**src/rtl/bit_ser_pkg.sv**
```systemverilog
// Shared types and sizing helpers for the bit serializer.
// BIT_SERIALIZER_PARITY_EN adds one trailing even-parity bit to every word.
package bit_ser_pkg;

    typedef enum logic {
        IDLE  = 1'b0,
        SHIFT = 1'b1
    } state_t;

`ifdef BIT_SERIALIZER_PARITY_EN
    localparam int PARITY_BITS = 1;
`else
    localparam int PARITY_BITS = 0;
`endif

    function automatic int bits_per_word(input int width);
        return width + PARITY_BITS;
    endfunction

    // Counter must hold up to WIDTH+1 remaining bits when parity is enabled.
    function automatic int rem_width(input int width);
        return $clog2(width + 2);
    endfunction

endpackage

```
**src/rtl/bit_serializer.sv**
```systemverilog
// Parallel-to-serial front end: valid/ready word in, one registered bit per clock out.
// Build option BIT_SERIALIZER_PARITY_EN appends an even-parity bit after each word.
module bit_serializer
    import bit_ser_pkg::*;
#(
    parameter int WIDTH     = 8,
    parameter bit MSB_FIRST = 1'b1
) (
    input  logic             clk,
    input  logic             rst,
    input  logic [WIDTH-1:0] data_i,
    input  logic             valid_i,
    output logic             ready_o,
    input  logic             pause_i,
    output logic             d_o,
    output logic             valid_o,
    output logic             last_o
);

    localparam int BITS_PER_WORD = bits_per_word(WIDTH);
    localparam int CW            = rem_width(WIDTH);
    localparam logic [CW-1:0] REM_LOAD = CW'(BITS_PER_WORD - 1);
    localparam logic [CW-1:0] REM_ONE  = CW'(1);

    logic [WIDTH-1:0] sh;
    logic [CW-1:0]    rem;
    state_t           state;

    logic             first_bit;
    logic             next_bit;
    logic             emit_bit;
    logic [WIDTH-1:0] load_sh;
    logic [WIDTH-1:0] shift_sh;

    assign state   = (rem == '0) ? IDLE : SHIFT;
    assign ready_o = (state == IDLE) && !pause_i;

    always_comb begin
        if (MSB_FIRST) begin
            first_bit = data_i[WIDTH-1];
            load_sh   = data_i << 1;
            next_bit  = sh[WIDTH-1];
            shift_sh  = sh << 1;
        end else begin
            first_bit = data_i[0];
            load_sh   = data_i >> 1;
            next_bit  = sh[0];
            shift_sh  = sh >> 1;
        end
    end

`ifdef BIT_SERIALIZER_PARITY_EN
    logic par_q;

    // The final counted position carries the parity bit instead of data.
    assign emit_bit = (rem == REM_ONE) ? par_q : next_bit;

    always_ff @(posedge clk) begin
        if (!rst) begin
            par_q <= 1'b0;
        end else if (valid_i && ready_o) begin
            par_q <= ^data_i;
        end
    end
`else
    assign emit_bit = next_bit;
`endif

    always_ff @(posedge clk) begin
        if (!rst) begin
            sh      <= '0;
            rem     <= '0;
            d_o     <= 1'b0;
            valid_o <= 1'b0;
            last_o  <= 1'b0;
        end else if (valid_i && ready_o) begin
            d_o     <= first_bit;
            valid_o <= 1'b1;
            last_o  <= 1'b0;
            sh      <= load_sh;
            rem     <= REM_LOAD;
        end else if (state == SHIFT && !pause_i) begin
            d_o     <= emit_bit;
            valid_o <= 1'b1;
            last_o  <= (rem == REM_ONE);
            sh      <= shift_sh;
            rem     <= rem - REM_ONE;
        end else begin
            // Paused or idle: hold position and d_o, drop the qualifiers.
            valid_o <= 1'b0;
            last_o  <= 1'b0;
        end
    end

endmodule

```
**config.mk**
```make
export PLATFORM = sky130hd
export DESIGN_NAME = bit_serializer
export DESIGN_NICKNAME = d
export VERILOG_FILES = /design/src/rtl/bit_ser_pkg.sv /design/src/rtl/bit_serializer.sv
export SDC_FILE = /design/constraint.sdc
export NUM_CORES = 1
export LEC_CHECK = 0
export BUFFER_PORTS_ARGS = -buffer_cell sky130_fd_sc_hd__buf_2
export CAP_MARGIN = 20
export CORE_UTILIZATION = 55
export DETAILED_ROUTE_END_ITERATION = 6
export PLACE_DENSITY = 0.87
export SETUP_SLACK_MARGIN = 0.3
export SLEW_MARGIN = 20
export SYNTH_ARGS = -nofsm -noshare
export SYNTH_HDL_FRONTEND = slang
export SYNTH_SLANG_ARGS = --single-unit
```
**constraint.sdc**
```tcl
create_clock -name clk -period 2.3 [get_ports clk]
set_input_delay 0.46 -clock clk [delete_from_list [all_inputs] [get_ports clk]]
set_output_delay 0.46 -clock clk [all_outputs]
set_load 0.005 [all_outputs]
```
==> flow_metrics.env, run 1 <==
export IMPL_hp_class="in2reg"
export IMPL_synth_avg_cell_area_um2=9.08
export IMPL_clkTransAtPathRegs_ps=90
export IMPL_p_leak_nw=0.338
export IMPL_syn_instance_count=81
export IMPL_post_route_period_util_pct=81.2
export IMPL_finalSetupViolations=0
export IMPL_grt_use_total_pct=21.7
export IMPL_syn_area_um2=736
export IMPL_num_vias=644
export IMPL_rsz0062_at_grt="no"
export IMPL_wl_per_cell_um=13.2
export IMPL_via_per_inst=5.96
export IMPL_yosysWarnings=0
export IMPL_dp_cells=104
export IMPL_skew_ps=6.27
export IMPL_tritoncts="done"
export IMPL_die_height_um=38.6
export IMPL_async_reset_ff_share_pct=0
export IMPL_cp_max_fo=6
export IMPL_dr_pass1_iters=2
export IMPL_synth_simple_gate_area_share_pct=31.3
export IMPL_seq_area_um2=280
export IMPL_core_mm2=0.00117
export IMPL_start_kind="flip-flop"
export IMPL_drv_cap=0
export IMPL_clockBufferDepth=2
export IMPL_grt_start_max_net_pins=27
export IMPL_slew_viol_final=0
export IMPL_cts_setup_buffers=0
export IMPL_synth_adder_area_share_pct=3.40
export IMPL_end_kind="output port"
export IMPL_areaGrowthSynthToFinish_pct=13.3
export IMPL_fill_cells=95
export IMPL_ir_worst_vdd_mv=0.381
export IMPL_final_cells=108
export IMPL_arrival_ps=1410
export IMPL_post_place_ws_ps=658
export IMPL_cts_buffers_inserted=3
export IMPL_synth_xor_area_share_pct=0
export IMPL_grt_ovfl_total=0
export IMPL_drc=0
export IMPL_grt_pass1_vias=468
export IMPL_synth_compound_area_share_pct=18.5
export IMPL_gp_congestion=0.686
export IMPL_fin_crit_ps=1870
export IMPL_tightest_slew_ps=500
export IMPL_die_w_um=38.6
export IMPL_power_density_mw_per_mm2=748
export IMPL_num_rows=12
export IMPL_drtAntennaViolNets=0
export IMPL_drive_gt1_share_pct=28.7
export IMPL_syn_num_nets=95
export IMPL_clock_root_buffer="clkbuf_4"
export IMPL_h_tree_depth=1
export IMPL_cts_hold_buffers_added=0
export IMPL_nNetsFinal=109
export IMPL_worst_slack_ps=432
export IMPL_portBuffers=15
export IMPL_multi_input_area_um2=405
export IMPL_hold_violations=0
export IMPL_clk_insertion_delay_late_ps=280
export IMPL_relSlewSlack_pct=66.5
export IMPL_finalInstanceArea_um2=833
export IMPL_synth_edf_count=0
export IMPL_antenna_cells=0
export IMPL_crit_required_ps=1840
export IMPL_die_area_mm2=0.00149
export IMPL_synthDistinctLibCells=28
export IMPL_synthMuxAreaShare_pct=1.53
export IMPL_setup_tns_ps=0
export IMPL_fmax_ghz=0.535
export IMPL_synth_seq_cells=14
export IMPL_final_common_cell="buf_2"
export IMPL_antenna_found_initial=0
export IMPL_hpwl_um=996
export IMPL_drtIter0Drc=17
export IMPL_synth_ff_type="dfxtp_1"
export IMPL_ios=16
export IMPL_final_core_util_pct=71.2
export IMPL_clock_sinks=14
export IMPL_final_cell_mix="15 x buf_2, 14 x dfxtp_1, 10 x o21ai_0"
export IMPL_synth_seq_area_share_pct=38.1
export IMPL_grt_pass1_wl_um=2150
export IMPL_synth_top_family_by_area="simple AND/OR/NAND/NOR gates"
export IMPL_outcome="finished clean"
export IMPL_path_class="reg2out"
export IMPL_wl_um=1430
export IMPL_initial_utilization_pct=62.8
export IMPL_place_area_um2=795
power breakdown:
group          leakage (nW)  total [mW]  internal (mW)  switching, mW
registers             0.114       0.287          0.264         0.0223
logic                 0.203       0.159         0.0752         0.0833
clock network        0.0210       0.178         0.0963         0.0817
total                 0.338       0.623          0.436          0.187
metal layers:
metal  up-vias  share of wire [%]  track usage (%)
met5         -                  0                0
met4         0                1.8             10.3
met3         5                3.1             3.47
met2        17                 44             29.6
met1       296                 51             32.5
li1        326                  -                -
through the flow:
stage               hold slack, ps  power [mW]
floorplan                      449       0.412
global placement               465       0.443
detailed placement             470       0.448
CTS                            442       0.623
global route                   449       0.654
finish                         445       0.623
cell type report:
class / count / area share [%]
Multi-Input combinational cell: 56 / 48.6
Clock buffer: 4 / 4.35
Timing Repair Buffer: 15 / 9.01
Tap cell: 14 / 2.10
Inverter: 5 / 2.25
Sequential cell: 14 / 33.6
Yosys cell counts (2+ instances only):
master	number	share of area (%)
dfxtp_1	14	38
nor4b_4	2	6.5
ha_1	2	3.4
nor3_1	2	1.4
nand3_1	7	4.8
a21oi_1	4	2.7
a31oi_1	6	5.1
inv_1	5	2.6
clkbuf_1	4	2.0
nand3b_1	6	6.1
o21ai_0	10	6.8
nor2_1	3	1.5
path summary, 6_finish.rpt:
check	startpoint	slack [ps]	end	cells past startpoint
hold reg to reg	sh[1]$_SDFFE_PN0P_	480	sh[1]$_SDFFE_PN0P_	2
setup reg to reg	rem[1]$_SDFFE_PN0P_	760	sh[2]$_SDFFE_PN0P_	5
hold / removal	data_i[6]	450	sh[7]$_SDFFE_PN0P_	3
setup / recovery	rem[1]$_SDFFE_PN0P_	430	ready_o	4
state kept, by name (all words and copies together), names as in the netlist:
register / flops
rem: 4
last_o: 1
valid_o: 1
sh: 7
d_o: 1
worst max-delay path, cell delays in order, from the launching register on:
cell	delay [ps]
dfxtp_1	330
inv_1	80
ha_2	230
nor4b_4	300
buf_2	180
cell families after synthesis:
group | Yosys count
AOI/OAI and AO/OA | 23
DFF | 14
muxes | 1
buffers and inverters | 11
and+or+nand+nor | 30
adders and majority gates | 2
repair_timing:
| item | in CTS | in global routing |
|---|---|---|
| setup endpoints to repair | 0 | 1 |
| endpoints found under the hold margin | 0 | 0 |
| resized for setup | 0 | 1 |
Note: power is estimated with default switching activity, not from simulation.
==> inputs of run 2 (changes only) <==
- ABC_AREA: default -> 1
- CORE_UTILIZATION: 55 -> 51
- PLACE_DENSITY: 0.87 -> 0.81
- clock period: 2.3 -> 1.8 ns (I/O delays scaled with it)
==> flow_metrics.env, run 2 <==
export IMPL_worst_slack_ps=343
export IMPL_ios=16
export IMPL_synthDistinctLibCells=20
export IMPL_grt_ovfl_total=0
export IMPL_synth_edf_count=0
export IMPL_syn_instance_count=110
export IMPL_drtIter0Drc=19
export IMPL_hp_class="in2reg"
export IMPL_cp_max_fo=3
export IMPL_start_kind="flip-flop"
export IMPL_syn_area_um2=776
export IMPL_clock_root_buffer="clkbuf_4"
export IMPL_num_rows=13
export IMPL_regMostFlops="sh"
export IMPL_largest_reg_flops=7
export IMPL_final_common_cell="nor2_1"
export IMPL_finalSetupViolations=0
export IMPL_final_cell_mix="21 x nor2_1, 20 x inv_1, 16 x nand2_1"
export IMPL_p_leak_nw=0.439
export IMPL_clock_sinks=14
export IMPL_clkTransAtPathRegs_ps=100
export IMPL_fmax_ghz=0.686
export IMPL_synth_simple_gate_area_share_pct=36.6
export IMPL_async_reset_ff_share_pct=0
export IMPL_reg2reg_from="rem[0]$_SDFFE_PN0P_"
export IMPL_die_w_um=41
export IMPL_rrSetupSlack_ps=390
export IMPL_relSlewSlack_pct=80.7
export IMPL_clockBufferDepth=2
export IMPL_yosysWarnings=0
export IMPL_synth_ff_type="dfxtp_1"
export IMPL_yosysTopAreaCell="dfxtp_1"
export IMPL_synth_xor_area_share_pct=1.13
export IMPL_clk_insertion_delay_late_ps=290
export IMPL_via_per_inst=4.97
export IMPL_gp_congestion=0.831
export IMPL_drive_gt1_share_pct=25.6
export IMPL_fin_crit_ps=1460
export IMPL_hold_violations=0
export IMPL_synth_adder_area_share_pct=3.23
export IMPL_core_mm2=0.00135
export IMPL_post_route_period_util_pct=81.0
export IMPL_synth_top_family_by_area="simple AND/OR/NAND/NOR gates"
export IMPL_cts_buffers_inserted=3
export IMPL_grt_pass1_vias=542
export IMPL_holdPathEnd="rem[2]$_SDFFE_PN0P_"
export IMPL_num_vias=715
export IMPL_die_height_um=41
export IMPL_post_place_ws_ps=294
export IMPL_slew_viol_final=0
export IMPL_wl_um=1540
export IMPL_skew_ps=10.9
export IMPL_tritoncts="done"
export IMPL_yosys_top_cells_count="22 x inv_1, 21 x nor2_1, 16 x nand2_1"
export IMPL_nNetsFinal=144
export IMPL_reg2reg_depth=7
export IMPL_grt_start_max_net_pins=20
export IMPL_grt_use_total_pct=21.1
export IMPL_drc=0
export IMPL_hpwl_um=1050
export IMPL_path_class="reg2out"
export IMPL_synthMuxAreaShare_pct=0
export IMPL_rr_endpoint="d_o$_SDFFE_PN0P_"
export IMPL_grt_pass1_wl_um=2270
export IMPL_antenna_found_initial=0
export IMPL_cts_hold_buffers_added=0
export IMPL_synth_avg_cell_area_um2=7.05
export IMPL_wl_per_cell_um=10.7
export IMPL_power_density_mw_per_mm2=1530
export IMPL_syn_num_nets=124
export IMPL_final_core_util_pct=67.4
export IMPL_worstHoldStart="rst"
export IMPL_drtAntennaViolNets=0
export IMPL_yosysMostFrequentCell="inv_1"
export IMPL_power_mw=1.39
export IMPL_top_regs="sh: 7 flops, rem: 4 flops"
export IMPL_initial_utilization_pct=57.5
export IMPL_crit_required_ps=1440
export IMPL_die_area_mm2=0.00168
export IMPL_end_kind="output port"
export IMPL_ir_worst_vdd_mv=0.955
export IMPL_setup_tns_ps=0
export IMPL_dr_pass1_iters=4
export IMPL_antenna_cells=0
export IMPL_outcome="finished clean"
export IMPL_arrival_ps=1100
export IMPL_synth_seq_cells=14
export IMPL_synth_seq_area_share_pct=36.1
export IMPL_drv_cap=0
export IMPL_synth_compound_area_share_pct=7.26
export IMPL_ys_top_cells_by_area="dfxtp_1 36%, inv_1 11%, nor2_1 10%"
export IMPL_hold_depth=3
export IMPL_h_tree_depth=1
export IMPL_rsz0062_at_grt="yes"
export IMPL_synth_top_area_share_pct=36.1
export IMPL_portBuffers=15
export IMPL_areaGrowthSynthToFinish_pct=17.3
export IMPL_tightest_slew_ps=289
-- run 2: cell types whose count changed in the layout (fill, tap and decap cells not counted), sizes merged, moves of 5 or more --
cell    before  now
a21oi        4    9
a31oi        6    1
inv          5   23
nand2        1   18
nand3        7   14
nand3b       6    0
nor2         3   22
o21ai       10    1
-- run 2: area by class of cell --
cell class	count	area, um^2
multi-input cells	70	392
fillers	115	440
repair buffers	17	90.1
clock buffers	4	36.3
inverters	24	90.1
well taps	15	18.8
flip-flops and latches	14	283
-- run 2: how the worst max path moves through the flow --
stage	startpoint	endpoint	cells past startpoint
floorplan	rem[0]$_SDFFE_PN0P_	sh[2]$_SDFFE_PN0P_	6
global placement	rem[0]$_SDFFE_PN0P_	rem[1]$_SDFFE_PN0P_	7
detailed placement	rem[0]$_SDFFE_PN0P_	rem[1]$_SDFFE_PN0P_	7
CTS	rem[0]$_SDFFE_PN0P_	ready_o	5
global route	rem[0]$_SDFFE_PN0P_	ready_o	5
finish	rem[0]$_SDFFE_PN0P_	ready_o	5
-- run 2: logic make-up (layout without fill, tap and decap cells) --
kind of cell | after synthesis | in the layout
compound gates | 11 | 11
simple gates | 56 | 56
buf+inv | 26 | 45
fa+ha+maj | 2 | 2
flops | 14 | 14
xor+xnor | 1 | 1
-- run 2: metrics by stage --
stage / std cells / cell area (um^2) / hold slack (ps)
after CTS: 144 / 905 / 331
after floorplan: 110 / 776 / 457
after global placement: 138 / 838 / 468
final: 144 / 910 / 333
after global routing: 144 / 910 / 325
after detailed placement: 138 / 838 / 476
-- run 2: timing repair --
| item | 4_1_cts | 5_1_grt |
|---|---|---|
| setup buffers | 2 | 0 |
| endpoints found under the hold margin | 0 | 0 |
| gates resized for setup | 6 | 1 |
| setup endpoints to repair | 4 | 2 |
| pin swaps | 2 | 1 |
-- run 2: routing by layer --
| metal | up-vias | wire [um] | global-route usage, % |
|---|---|---|---|
| met5 | - | 0 | 0 |
| met4 | 0 | 21 | 10.0 |
| met3 | 4 | 54 | 6.52 |
| met2 | 17 | 735 | 33.2 |
| met1 | 318 | 731 | 25.7 |
| li1 | 376 | - | - |
-- run 2: critical path: stages, from the launching register on --
cell     delay, ps
dfxtp_2        360
inv_2           60
ha_4           160
nand3_2         80
inv_1           40
buf_2          120
-- run 2: power by group --
group / total (mW) / leakage (nW) / internal (mW) / switching [mW]
Clock: 0.234 / 0.0210 / 0.123 / 0.111
Sequential: 0.466 / 0.115 / 0.399 / 0.0664
Combinational: 0.693 / 0.303 / 0.272 / 0.421
Total: 1.39 / 0.439 / 0.794 / 0.598
